==> config.mk <==
export PLATFORM = sky130hd
export DESIGN_NAME = ex_alu_seq
export DESIGN_NICKNAME = d
export VERILOG_FILES = /design/src/rtl/ex_alu_seq.sv
export SDC_FILE = /design/constraint.sdc
export NUM_CORES = 1
export LEC_CHECK = 0
export BUFFER_PORTS_ARGS = -buffer_cell sky130_fd_sc_hd__buf_2
export CAP_MARGIN = 10
export CELL_PAD_IN_SITES_DETAIL_PLACEMENT = 0
export CELL_PAD_IN_SITES_GLOBAL_PLACEMENT = 1
export CORE_MARGIN = 5
export CORE_UTILIZATION = 47
export CTS_CLUSTER_SIZE = 14
export DETAILED_ROUTE_END_ITERATION = 10
export PLACE_DENSITY = 0.95
export SYNTH_ARGS = -nofsm -noshare
export SYNTH_HDL_FRONTEND = slang
export SYNTH_SLANG_ARGS = --single-unit
==> constraint.sdc <==
create_clock -name clk -period 6.5 [get_ports clk]
set_input_delay 0.65 -clock clk [delete_from_list [all_inputs] [get_ports clk]]
set_output_delay 0.65 -clock clk [all_outputs]
set_load 0.05 [all_outputs]
==> src/rtl/ex_alu_seq.sv <==
// ex_alu_seq: EX-stage ALU. Logic, arithmetic, compare and pass-through ops finish in one cycle.
//   Shifts use an iterative shifter that moves one bit per cycle.
// Latency: 1 cycle for non-shift ops, illegal codes and zero-amount shifts; k cycles for shifts by k >= 1.
// Backpressure: out_ready low holds DONE with result/zero/illegal stable, and in_ready stays low.
//   flush abandons any in-flight op and returns the block to IDLE.
// Ports: clk/rst (sync, active-high); in_valid/in_ready with alu_ctrl, op_a, op_b;
//   flush; out_valid/out_ready with result, zero, illegal.
module ex_alu_seq #(
    parameter int XLEN = 32
) (
    input  logic            clk,
    input  logic            rst,
    input  logic            in_valid,
    output logic            in_ready,
    input  logic [3:0]      alu_ctrl,
    input  logic [XLEN-1:0] op_a,
    input  logic [XLEN-1:0] op_b,
    input  logic            flush,
    output logic            out_valid,
    input  logic            out_ready,
    output logic [XLEN-1:0] result,
    output logic            zero,
    output logic            illegal
);

    localparam int SW = $clog2(XLEN);

    typedef enum logic [1:0] {
        IDLE  = 2'd0,
        SHIFT = 2'd1,
        DONE  = 2'd2
    } state_t;

    state_t          state;
    state_t          state_nxt;
    logic [SW-1:0]   cnt;
    logic [1:0]      sh_kind;   // alu_ctrl[1:0] of the shift in flight: 01 SLL, 10 SRL, 11 SRA
    logic            accept;
    logic            is_shift;
    logic [SW-1:0]   shamt;
    logic [XLEN-1:0] alu_res;
    logic            lt_s;
    logic            lt_u;

    // Shift by one bit in the direction and fill mode selected by kind.
    function automatic logic [XLEN-1:0] shift1(input logic [XLEN-1:0] val, input logic [1:0] kind);
        logic [XLEN-1:0] r;
        case (kind)
            2'b01:   r = {val[XLEN-2:0], 1'b0};
            2'b10:   r = {1'b0, val[XLEN-1:1]};
            2'b11:   r = {val[XLEN-1], val[XLEN-1:1]};
            default: r = val;
        endcase
        return r;
    endfunction

    assign accept   = in_valid && in_ready && !flush;
    assign shamt    = op_b[SW-1:0];
    assign is_shift = (alu_ctrl == 4'd5) || (alu_ctrl == 4'd6) || (alu_ctrl == 4'd7);
    assign lt_s     = $signed(op_a) < $signed(op_b);
    assign lt_u     = op_a < op_b;

    // Result captured at the accept edge. For a shift this already includes the first bit step.
    always_comb begin
        alu_res = '0;
        case (alu_ctrl)
            4'd0:  alu_res = op_a + op_b;
            4'd1:  alu_res = op_a - op_b;
            4'd2:  alu_res = op_a & op_b;
            4'd3:  alu_res = op_a | op_b;
            4'd4:  alu_res = op_a ^ op_b;
            4'd5, 4'd6, 4'd7:
                   alu_res = (shamt == '0) ? op_a : shift1(op_a, alu_ctrl[1:0]);
            4'd8:  alu_res = {{(XLEN-1){1'b0}}, lt_s};
            4'd9:  alu_res = {{(XLEN-1){1'b0}}, lt_u};
            4'd10: alu_res = op_b;
            default: alu_res = '0;
        endcase
    end

    // State register
    always_ff @(posedge clk) begin
        if (rst) begin
            state <= IDLE;
        end else begin
            state <= state_nxt;
        end
    end

    // Next-state logic. flush overrides every other transition.
    always_comb begin
        state_nxt = state;
        case (state)
            IDLE: begin
                if (accept) begin
                    state_nxt = (is_shift && (shamt > SW'(1))) ? SHIFT : DONE;
                end
            end
            // cnt holds the number of bit steps still to do. The step taken at cnt == 1 is the last one.
            SHIFT: begin
                if (cnt <= SW'(1)) begin
                    state_nxt = DONE;
                end
            end
            DONE: begin
                if (out_ready) begin
                    state_nxt = IDLE;
                end
            end
            default: state_nxt = IDLE;
        endcase
        if (flush) begin
            state_nxt = IDLE;
        end
    end

    // Output logic
    always_comb begin
        in_ready  = (state == IDLE);
        out_valid = (state == DONE);
        zero      = (result == '0);
    end

    // Datapath registers. On flush they keep whatever they hold, because out_valid is already low.
    always_ff @(posedge clk) begin
        if (rst) begin
            result  <= '0;
            illegal <= 1'b0;
            cnt     <= '0;
            sh_kind <= 2'b00;
        end else if (accept) begin
            result  <= alu_res;
            illegal <= (alu_ctrl > 4'd10);
            sh_kind <= alu_ctrl[1:0];
            cnt     <= (is_shift && (shamt != '0)) ? (shamt - SW'(1)) : '0;
        end else if ((state == SHIFT) && !flush) begin
            result <= shift1(result, sh_kind);
            cnt    <= cnt - SW'(1);
        end
    end

endmodule
==> results of run 1 <==
-- worst paths after layout --
check                                        startpoint                       to  slack (ns)  cells past startpoint
worst max-delay path                            op_a[0]  result[10]$_SDFFE_PP0P_        2.47                     13
worst max register to register  sh_kind[1]$_SDFFE_PP0P_  result[10]$_SDFFE_PP0P_        3.06                      7
worst min-delay path            sh_kind[0]$_SDFFE_PP0P_  sh_kind[0]$_SDFFE_PP0P_        0.51                      2
worst min register to register  sh_kind[0]$_SDFFE_PP0P_  sh_kind[0]$_SDFFE_PP0P_        0.51                      2
-- power by group --
part	internal [mW]	total (mW)	switching, mW
clock network	0.139	0.246	0.107
registers	0.274	0.306	0.0321
logic	0.232	0.706	0.474
-- metrics by stage --
stage	instance area [um2]	setup slack, ns
floorplan	8520	3.20
finish	9330	2.47
global placement	9190	2.11
global route	9330	2.21
detailed placement	9190	2.23
CTS	9330	2.50
-- synth_stat cells (16+ instances only) --
library cell  instances
a211oi_1             18
a21o_1               18
a21oi_1              95
a221oi_1             27
a31oi_1              27
clkbuf_1             70
dfxtp_1              42
ha_1                103
inv_1                99
mux2i_1              31
nand2_1              87
nand4_1              16
nor2_1              127
nor3_1               51
nor4_1               19
o211ai_1             18
o21ai_0              91
o221ai_1             27
o22ai_1              29
-- metal layers --
layer	GRT usage, %	share of wire, %
met1	46.6	42
met2	49.4	42
met3	6.94	12
met4	12.1	3.6
met5	0	0
-- cells by family after synthesis --
family,Yosys count,share of synthesized area (%)
compound gates,483,39.9
xor+xnor,7,0.720
fa+ha+maj,105,15.6
buf+inv,191,8.64
flops,42,9.87
mux,34,4.04
simple gates,377,21.2
-- area by class of cell --
| class | instances | area (um2) |
|---|---|---|
| Antenna cell | 1 | 2.50 |
| Clock inverter | 2 | 10.0 |
| Fill cell | 1880 | 8570 |
| Clock buffer | 5 | 125 |
| Inverter | 100 | 375 |
| Tap cell | 229 | 287 |
| Sequential cell | 42 | 842 |
| Multi-Input combinational cell | 1006 | 7000 |
| Timing Repair Buffer | 128 | 691 |
-- flip-flops by register name (all words and copies together), names as in the netlist --
| name | cells |
|---|---|
| result | 32 |
| cnt | 5 |
| sh_kind | 2 |
| state | 2 |
| illegal | 1 |
-- critical path, stage by stage --
cell	delay [ns]
buf_2	0.11
inv_1	0.07
ha_1	0.23
fa_1	0.42
o21ba_1	0.22
or4_1	0.40
o211a_1	0.19
o31ai_1	0.40
a211oi_1	0.17
a21oi_1	0.17
nor2_1	0.05
a2111oi_0	0.99
nor3_1	0.09
==> run summary, run 1 <==
In the post-synthesis netlist, the biggest area contributors are ha_1, dfxtp_1, nor2_1. TritonCTS built the clock tree. The commonest register cell after synthesis was dfxtp_1.

The flow ran to the end, and the final reports show no timing, DRC or antenna violations. The CTS clock-pin slew for the worst setup and hold paths came out at 0.06 ns. Clock root buffer master: clkbuf_16. In the layout the commonest cells are nor2_1, buf_2, ha_1. The top fanout value on the critical path is 5.

The run gives 0 as the detailed-route DRC error count. The tools report the worst clock skew as 0.00387 ns. Data on the critical path arrives at its endpoint at 4.16 ns. The run gives 0 as the number of endpoints with negative hold slack in the final report. For the total negative slack, the log shows 0 ns.

The cell taking the most area after synthesis was ha_1. The tools report the placeable core region as 17900 um2. The library cell used most frequently in the layout, excluding fill and tap cells, is nor2_1.

The leakage power was 3.97 nW. The horizontal die dimension came out at 145 um. Gates resized during post-CTS repair numbered 0.

The first global-routing pass estimated 54800 um of wire. The number of placed instances, taps included is 1505, and the count of buffers inserted at the top-level ports is 108. Maximum number of pins on one net before global-route repair: 59. The floorplan has 49 rows.

After the flow finishes, the layout carries non-filler instances totaling 1513. Summed instance area of the synthesized netlist: 8520 um2. The post-synthesis instance total is 1239, and the area overhead of the layout relative to synthesis is 9.56%.

The number of sinks driven by the clock tree is 42. The async set-reset flop share out of synthesis was 0%; the overall power consumption was 1.26 mW. In this run, synthesis produced a sequential element count of 42.

In this run the deepest clock path goes through 2 buffers. The number of top-level pins is 109. For this design the ratio of total power to cell area is 135 nW/um2. In this run the tightest slew margin relative to its limit is 21.7%.

Static timing analysis puts the maximum clock frequency at 0.248 GHz. The HPWL after detailed placement is 26300 um. STA puts the critical path data required time at 6.63 ns. Dividing the detail-routed wire length by the instance count gives 23.5 um. The number of global-route vias before repair came out at 9679. The global placer's final weighted congestion is 1.05. The sort of element at the start of the critical path was an input pin. The part of the cycle the worst path needs was 62.1%; the detailed-route via count was 10500. Once the clock tree was built, the setup fixing pass inserted 0 buffers. The critical path is of the in -> reg type. Once detail routing completed, the nets flagged for antenna violations numbered 0. For the number of antenna violations at the first check in global routing, the log shows 1.

The tool flagged a number of max-cap violations equal to 0. The number of nets in the layout is 1461, and the number of CTS-inserted buffers is 5. Count of hold-fix buffers inserted at cts: 0. Total number of yosys warnings: 0.

STA classifies the critical path endpoint as a flop. Across the VDD grid, the largest voltage drop is 0.184 mV. Number of iterations in the first detailed-routing pass: 9. Setup repair after global routing left no endpoint under its margin. The pin slew with the least headroom to its limit is 1.14 ns, and the share of the core filled with cells in the final layout is 52.1%. The die is 145 um tall. The number of enable flip-flop cells after synthesis is 0. The sequential fraction of the synthesis area is 9.87%.

The latest clock arrival within the worst-skew pair was 0.29 ns; the count of pins over their slew limit was 0. The net count after synthesis came out at 1417. Global routing finished with a remaining overflow of 0. Hold timing on the final database bottoms out at a slack of 0.507 ns. Setup violations remaining at the end of the flow were counted as 0.

The number of different library cells used by synthesis comes to 86. The final critical path time including I/O delays and setup came out at 4.03 ns. The tools report the floorplan die area as 20900 um2. The type of the tightest min-delay check was reg -> reg. The share of layout cells above drive strength 1 works out to 13.6%. The average cell area after synthesis was 6.87 um2.

For the total number of H-tree levels, the log shows 2. The share of synthesized area in the top cell type comes to 15.1%. Using the TritonRoute via totals, the vias-per-cell ratio works out to 6.91. The detailed router finished its first iteration with 1409 violations. The total wire length after detailed routing is 35600 um, and the overall routing resource usage is 33.0%.

The tools report the effective utilization at floorplan as 47.6%.
No activity file was read; power rests on OpenSTA's default activity.
==> run 2, diff against run 1 <==
--- a/config.mk
+++ b/config.mk
@@ -5,15 +5,16 @@
 export SDC_FILE = /design/constraint.sdc
 export NUM_CORES = 1
 export LEC_CHECK = 0
+export ABC_AREA = 1
 export BUFFER_PORTS_ARGS = -buffer_cell sky130_fd_sc_hd__buf_2
 export CAP_MARGIN = 10
 export CELL_PAD_IN_SITES_DETAIL_PLACEMENT = 0
 export CELL_PAD_IN_SITES_GLOBAL_PLACEMENT = 1
 export CORE_MARGIN = 5
-export CORE_UTILIZATION = 47
+export CORE_UTILIZATION = 41
 export CTS_CLUSTER_SIZE = 14
 export DETAILED_ROUTE_END_ITERATION = 10
-export PLACE_DENSITY = 0.95
+export PLACE_DENSITY = 0.93
 export SYNTH_ARGS = -nofsm -noshare
 export SYNTH_HDL_FRONTEND = slang
 export SYNTH_SLANG_ARGS = --single-unit
==> constraint.sdc (replaced) <==
create_clock -name clk -period 4.08 [get_ports clk]
set_input_delay 0.408 -clock clk [delete_from_list [all_inputs] [get_ports clk]]
set_output_delay 0.408 -clock clk [all_outputs]
set_load 0.05 [all_outputs]
==> run summary, run 2 <==
The clock root buffer master was clkbuf_16. The top cell type's share of synthesized area came out at 22.0% (+6.9 points). Type of the tightest min-delay check: in -> reg. Horizontal die dimension: 166 um (+15%). The detailed-route via count was 12600 (+20%).

The number of CTS-inserted buffers was 5 (unchanged); the leakage power was 5.85 nW (+47%). The wire length of the first global-routing pass was 64100 um (+17%). The cell taking the most area after synthesis is nand2_1. Post-synthesis instance total: 1849 (+49%).

The peak per-stage delay on the critical path was 0.54 ns (-0.45 ns); the area of all placed cells without fillers was 10700 um2 (+15%). Worst hold slack across all endpoints: 0.351 ns (-0.156 ns). The signal on the critical path passes through buf_2 > inv_2 > nand2_2 > buf_4 > inv_2 > nand2_1 > inv_2 > nand2_1 > nand4_1 > nand2_1 > nand3_1 > nand2_1 > a21oi_1.

The number of cells on the worst reg-to-reg path is 8 (+1). The run gives 0 (unchanged) as the count of pins over their slew limit. Switching share of power: 51.0% (+2.3 points). For the number of antenna violations at the first check in global routing, the log shows 1 (unchanged).

The fraction of power consumed by combinational cells is 58.5% (+2.4 points), and the total number of yosys warnings is 0 (unchanged). For the maximum number of pins on one net before global-route repair, the log shows 46 (-22%). STA classifies the critical path startpoint as an input pin. For the number of buffers between clock root and the deepest sink, the log shows 2 (unchanged).

The worst path needs 2.79 ns of the cycle, external delays included. The site row count came out at 57 (+16%). The met1 demand-to-capacity share in global routing was 37.1% (-9.5 points). The tools report the element type at the critical path end as a flop. The number of enable flip-flop cells after synthesis is 0 (unchanged), and the met2 routing resource usage after global routing is 44.4% (-5.0 points). The logs give 0 ns (unchanged) for the total negative slack and 4.29 ns (-2.34 ns) for the required time reported for the critical path endpoint. For the floorplan die area, the log shows 27500 um2 (+32%). Pin slew with the least headroom to its limit: 1.13 ns (-0.0147 ns). The async set-reset flop share out of synthesis is 0% (unchanged). Critical path's most frequent cell: nand2_1. The largest registers in the layout are result (32), cnt (5). Number of flip-flops under the largest register name: 32 (unchanged). The post-detailed-placement cell area came out at 10500 um2 (+15%). On the critical path, the stage with the largest delay is an instance of inv_2. For the maximum operating frequency, the log shows 0.358 GHz. TritonCTS built the clock tree. The total number of H-tree levels came out at 2 (unchanged). The worst setup path is of the in -> reg kind.

The remaining antenna violation count is 0 (unchanged), and the number of nets in the layout is 2073 (+42%). The share of the core filled with cells in the final layout is 44.4% (-7.7 points). The worst relative slew slack was 24.5% (+2.8 points); the number of global-route vias before repair was 11700 (+21%). nand2_1 is the most common cell in the netlist. More flip-flops sit in one register than any other, and that register is result.

The share of layout cells above drive strength 1 was 9.07% (-4.6 points); the count of placed standard cells in the final layout, fillers left out was 2221 (+47%). For the total wire length after detailed routing, the log shows 41100 um (+16%). Total power divided by cell area: 209 nW/um2 (+55%). The total overflow reported by the global router was 0 (unchanged); the number of iterations in the first detailed-routing pass was 6 (-3).

The count of buffers inserted at the top-level ports was 108 (unchanged); the detailed-route DRC error count was 0 (unchanged). The run gives 0.29 ns (about the same) as the latest clock arrival within the worst-skew pair. The logs give 0 (unchanged) for the number of max-cap violations and 2027 (+43%) for the net count after synthesis.

The proportion of power drawn by flip-flops and latches is 21.2% (-3.1 points), and the logic depth of the worst setup path including buffers is 13 (unchanged). The most common library cell in the layout ignoring fill and taps is nand2_1. The logs give 1.14 mW (+86%) for the reported net switching power and 48 (-44%) for the post-synthesis cell type count.

The area overhead of the layout relative to synthesis is 7.36%. The number of sinks driven by the clock tree came out at 42 (unchanged). The hold-critical path depth was 2 (unchanged); the placeable core region was 24100 um2 (+35%).

The global placer's final weighted congestion was 1.06 (+1.5%); the count of buffer and inverter cells on the critical path was 5 (+3). Setup repair after global routing left no endpoint under its margin. Internal power consumption: 1.10 mW (+70%).

In the layout the commonest cells are nand2_1, inv_1, nand3_1. The tools report the number of endpoints with negative hold slack in the final report as 0 (unchanged). The summed instance area of the synthesized netlist was 9960 um2 (+17%); the fill cell total of the finished layout was 2743 (+46%). Dividing the final minimum period by the clock period gives 68.5%.

The global routing met3 resource utilization was 4.21% (-2.7 points); the peak ir drop on the vdd network was 0.172 mV (-6.7%). The number of setup buffers added after CTS is 0 (unchanged), and the average cell area after synthesis is 5.39 um2 (-22%). The top fanout value on the critical path is 32 (+27).

Vertical die dimension: 166 um (+15%). The routing layer with the top usage in global route is met2. The run gives 41.3% (-6.2 points) as the effective utilization at floorplan. The run gives 3.01 ns (-1.15 ns) as the arrival time of data at the critical path endpoint. The number of synthesized register bits is 42 (unchanged). The CTS clock-pin slew for the worst setup and hold paths was 0.06 ns (about the same); the share of power burned in the clock network was 20.3% (+0.8 points). The largest delay contributor family on the critical path was buffers and inverters.

Number of top-level pins: 109 (unchanged). In the synthesized netlist the dominant register cell turns out to be dfxtp_1. The tools report the number of resized instances in the post-cts repair step as 0 (unchanged).

The commonest cells after synthesis are nand2_1, inv_1, nand3_1. Yosys attributes the largest share of cell area to nand2_1, ha_1, inv_1. The run gives 32700 um (+24%) as the placed wire-length estimate after detailed placement.

The via density per instance was 5.65 (-18%). The overall routing resource usage was 28.5% (-4.5 points); the sequential fraction of the synthesis area was 8.44% (-1.4 points). The run finished with clean final reports. Final number of setup-violating endpoints: 0 (unchanged).

The violation count after the first detailed-route iteration was 1484 (+5.3%); the routed length per placed instance was 18.5 um (-21%). The number of placed instances, taps included is 2212 (+47%). The logs give 0.00791 ns (+0.00403 ns) for the worst clock skew and 0 (unchanged) for the count of hold-fix buffers inserted at cts.
## run 2: final cells by class
cell class | instances | area [um2] | share of cell area, %
multi-input combinational | 1402 | 7450 | 69.6
inverter | 327 | 1230 | 11.5
sequential | 42 | 841 | 7.86
timing repair buffer | 117 | 608 | 5.68
tap | 324 | 405 | 3.79
clock buffer | 7 | 133 | 1.24
clock inverter | 1 | 30.0 | 0.281
antenna | 1 | 2.50 | 0.0234
## run 2: kinds of logic after synthesis
logic type,after synthesis,synth area share (%)
DFF,42,8.44
adders and majority gates,105,13.3
xor gates and xnor gates,4,0.352
buffers and inverters,405,16.8
and+or+nand+nor,946,40.0
AOI/OAI and AO/OA,347,21.1
## run 2: final timing paths
path / start / endpoint / slack [ns]
worst max-delay path: alu_ctrl[1] / result[7]$_SDFFE_PP0P_ / 1.29
worst min-delay path: rst / sh_kind[1]$_SDFFE_PP0P_ / 0.35
worst max register to register: sh_kind[1]$_SDFFE_PP0P_ / result[31]$_SDFFE_PP0P_ / 1.82
worst min register to register: cnt[4]$_SDFFE_PP0P_ / cnt[4]$_SDFFE_PP0P_ / 0.51
## run 2: per-layer routing
| layer | up-vias | wire length [um] |
|---|---|---|
| li1 | 6053 | - |
| met1 | 5629 | 16700 |
| met2 | 708 | 17400 |
| met3 | 160 | 3800 |
| met4 | 0 | 3160 |
| met5 | - | 0 |
## run 2: worst reg2reg max path: cells and delay by family, from the launching register on
family	cells	cell delay (ns)
adders and majority gates	1	0.28
DFF	1	0.30
AOI/OAI and AO/OA	4	0.54
buffers and inverters	3	1.03
## run 2: power by group through the flow
stage	logic (mW)	clock network [mW]	registers (mW)
6_report	1.31	0.455	0.475
5_1_grt	1.43	0.485	0.479
4_1_cts	1.28	0.461	0.474
3_5_place_dp	1.28	0	0.482
3_3_place_gp	1.27	0	0.482
2_1_floorplan	0.820	0	0.549
## run 2: per-stage QoR
stage | total power, mW | setup slack [ns]
after detailed placement | 1.76 | 1.07
after global placement | 1.75 | 1.20
final | 2.24 | 1.29
after CTS | 2.22 | 1.37
after floorplan | 1.37 | 2.04
after global routing | 2.40 | 1.11
==> run 3, diff against run 2 <==
==> constraint.sdc (replaced) <==
create_clock -name clk -period 2.7 [get_ports clk]
set_input_delay 0.27 -clock clk [delete_from_list [all_inputs] [get_ports clk]]
set_output_delay 0.27 -clock clk [all_outputs]
set_load 0.05 [all_outputs]
==> run summary, run 3 (same netlist as run 2, synthesis figures left out) <==
The flow ran to the end, and the final reports show no timing, DRC or antenna violations. The vertical die dimension was 166 um (unchanged). Source of the worst register-to-register timing path: sh_kind[1]$_SDFFE_PP0P_. The tools report the placeable core region as 24100 um2 (unchanged). The tools report the proportion of power drawn by flip-flops and latches as 21.2% (about the same). For this run, the top clock speed supported by timing is 0.423 GHz. The register with the most flip-flops is result.

The number of endpoints with negative hold slack in the final report is 0 (unchanged), and the via density per instance is 5.57 (-1.3%). The switching share of power was 51.9% (+0.92 points); the number of antenna violations at the first check in global routing was 1 (unchanged). In the final layout, the registers with the most flip-flops are result (32), cnt (5). The critical path goes through buf_2 > ha_1 > fa_1 > nand3_1 > nand3_1 > nand2_1 > nand3_1 > nand2_1 > nand3_1 > nand2_1 > nand3_1 > nand3_1 > nand2_1 > a21oi_1. The area growth from synthesis to layout is 11.1%. The count of buffer and inverter cells on the critical path is 1 (-4), and the required time reported for the critical path endpoint is 2.92 ns (-1.37 ns). The logs give 0 (unchanged) for the remaining antenna violation count and 41.3% (unchanged) for the effective utilization at floorplan. The most numerous cell type found on the critical path is nand3_1. The logs give 67600 um (+5.4%) for the wire length of the first global-routing pass and 0.29 ns (about the same) for the latest clock arrival within the worst-skew pair.

The total negative slack was 0 ns (unchanged). CTS placed an instance of clkbuf_16 at the clock tree root. Number of iterations in the first detailed-routing pass: 6 (unchanged). The CTS clock-pin slew for the worst setup and hold paths was 0.06 ns (about the same); the count of buffers inserted at the top-level ports was 108 (unchanged). The tools report the count of pins over their slew limit as 0 (unchanged).

The total number of H-tree levels is 2 (unchanged), and the violation count after the first detailed-route iteration is 1173 (-21%). The number of top-level pins is 109 (unchanged), and the number of global-route vias before repair is 11900 (+1.2%). The logic depth of the worst setup path including buffers works out to 14 (+1). In the finished design, the share of the clock period the worst path needs comes to 87.6%.

Number of cells on the worst reg-to-reg path: 5 (-3). The number of resized instances in the post-cts repair step is 0 (unchanged). The peak ir drop on the vdd network is 0.235 mV (+37%).

Type of the tightest min-delay check: in -> reg. Final number of setup-violating endpoints: 0 (unchanged). Setup repair after global routing left no endpoint under its margin. The logs give 1.64 mW (+49%) for the internal power consumption and 5 (unchanged) for the number of CTS-inserted buffers. Fraction of power consumed by combinational cells: 61.0% (+2.5 points). TritonCTS built the clock tree. The top fanout value on the critical path was 5 (-84%); the horizontal die dimension was 166 um (unchanged).

The number of flip-flops under the largest register name came out at 32 (unchanged). The detailed-route DRC error count came out at 0 (unchanged). The sort of element at the start of the critical path is an input pin. For the share of power burned in the clock network, the log shows 17.8% (-2.5 points). The total overflow reported by the global router is 0 (unchanged), and the leakage power is 6.08 nW (+4.0%). For the finished layout, the period the worst path requires is 2.37 ns.

The critical path ends at result[24]$_SDFFE_PP0P_. The placed wire-length estimate after detailed placement came out at 35500 um (+8.5%). In this run the most critical hold path is launched from rst. In this run the worst setup path begins at op_b[0].

Largest delay contributor family on the critical path: simple AND/OR/NAND/NOR gates. The pin slew with the least headroom to its limit came out at 0.819 ns (-0.311 ns). The worst register-to-register path ends at result[19]$_SDFFE_PP0P_. The count of hold-fix buffers inserted at cts was 0 (unchanged).

The highest-delay cell along the critical path is fa_1. The tools report the number of buffers between clock root and the deepest sink as 2 (unchanged). Leaving out fill and tap cells, the most frequent cell in the layout is nand2_1. The routed length per placed instance was 19.3 um (+4.4%). The logs give 0.49 ns (-1.33 ns) for the setup slack of the worst register-to-register path and 2121 (+2.3%) for the number of nets in the layout. The logs give 27500 um2 (unchanged) for the floorplan die area and 2.59 ns (-0.42 ns) for the arrival time of data at the critical path endpoint. The number of sinks driven by the clock tree was 42 (unchanged); the total wire length after detailed routing was 43800 um (+6.6%).

The reported net switching power is 1.76 mW (+55%), and the share of layout cells above drive strength 1 is 11.3% (+2.3 points). For the number of max-cap violations, the log shows 0 (unchanged). The tools report the worst relative slew slack as 45.3% (+21 points). The run gives 12600 (+0.70%) as the detailed-route via count.

The tools report the maximum number of pins on one net before global-route repair as 37 (-20%). The overall routing resource usage was 30.3% (+1.8 points); the site row count was 57 (unchanged). The share of the core filled with cells in the final layout was 45.9% (+1.6 points); the peak per-stage delay on the critical path was 0.49 ns (-0.05 ns). The tools report the element type at the critical path end as a flop.

The global placer's final weighted congestion came out at 1.04 (-1.7%). Leaving out fill and tap cells, the most frequent cells in the layout are nand2_1, inv_1, nand3_1. The total power divided by cell area came out at 307 nW/um2 (+47%).

Path type of the worst setup path: in -> reg. For the worst clock skew, the log shows 0.00342 ns (-0.00449 ns). The number of setup buffers added after CTS was 0 (unchanged).
## run 3: changes by cell type in the layout (fill, tap and decap cells not counted), sizes merged
cell    before  now
buf        117  165
bufinv       1    0
clkbuf       7    6
## run 3: power by group through the flow
stage | Clock [mW] | Sequential (mW) | Combinational, mW
after floorplan | 0 | 0.830 | 1.24
after global placement | 0 | 0.731 | 2.02
after detailed placement | 0 | 0.731 | 2.02
after CTS | 0.605 | 0.718 | 2.03
after global routing | 0.636 | 0.726 | 2.26
final | 0.605 | 0.721 | 2.07
## run 3: cell type report
cell class	instances	area [um2]
clock buffers	6	139
inverters	327	1230
fillers	2779	13000
repair buffers	165	1010
well taps	324	405
diodes	1	2.50
flip-flops and latches	42	841
multi-input cells	1402	7450
## run 3: worst min path at each step
stage                     slack (ns)  cells past startpoint                  end
after floorplan                 0.34                      1  cnt[4]$_SDFFE_PP0P_
after global placement          0.48                      2  cnt[4]$_SDFFE_PP0P_
after detailed placement        0.49                      2  cnt[4]$_SDFFE_PP0P_
after CTS                       0.22                      2  cnt[4]$_SDFFE_PP0P_
after global routing            0.22                      2  cnt[4]$_SDFFE_PP0P_
final                           0.23                      2  cnt[4]$_SDFFE_PP0P_
## run 3: stage by stage
step	hold slack, ns	std cells	instance area, um2	setup WS, ns	total power [mW]
floorplan	0.339	1849	9960	0.794	2.07
global placement	0.483	2260	10900	0.107	2.75
detailed placement	0.485	2260	10900	0.120	2.75
CTS	0.219	2266	11100	0.407	3.36
global route	0.225	2267	11100	0.187	3.63
finish	0.226	2267	11100	0.334	3.40
## run 3: routing by layer
layer | routed length [um] | GRT usage (%) | vias to the layer above
met1 | 18500 | 39.1 | 5826
met2 | 19900 | 50.3 | 557
met5 | 0 | 0 | -
met3 | 3240 | 4.69 | 114
li1 | - | - | 6141
met4 | 2250 | 12.9 | 0
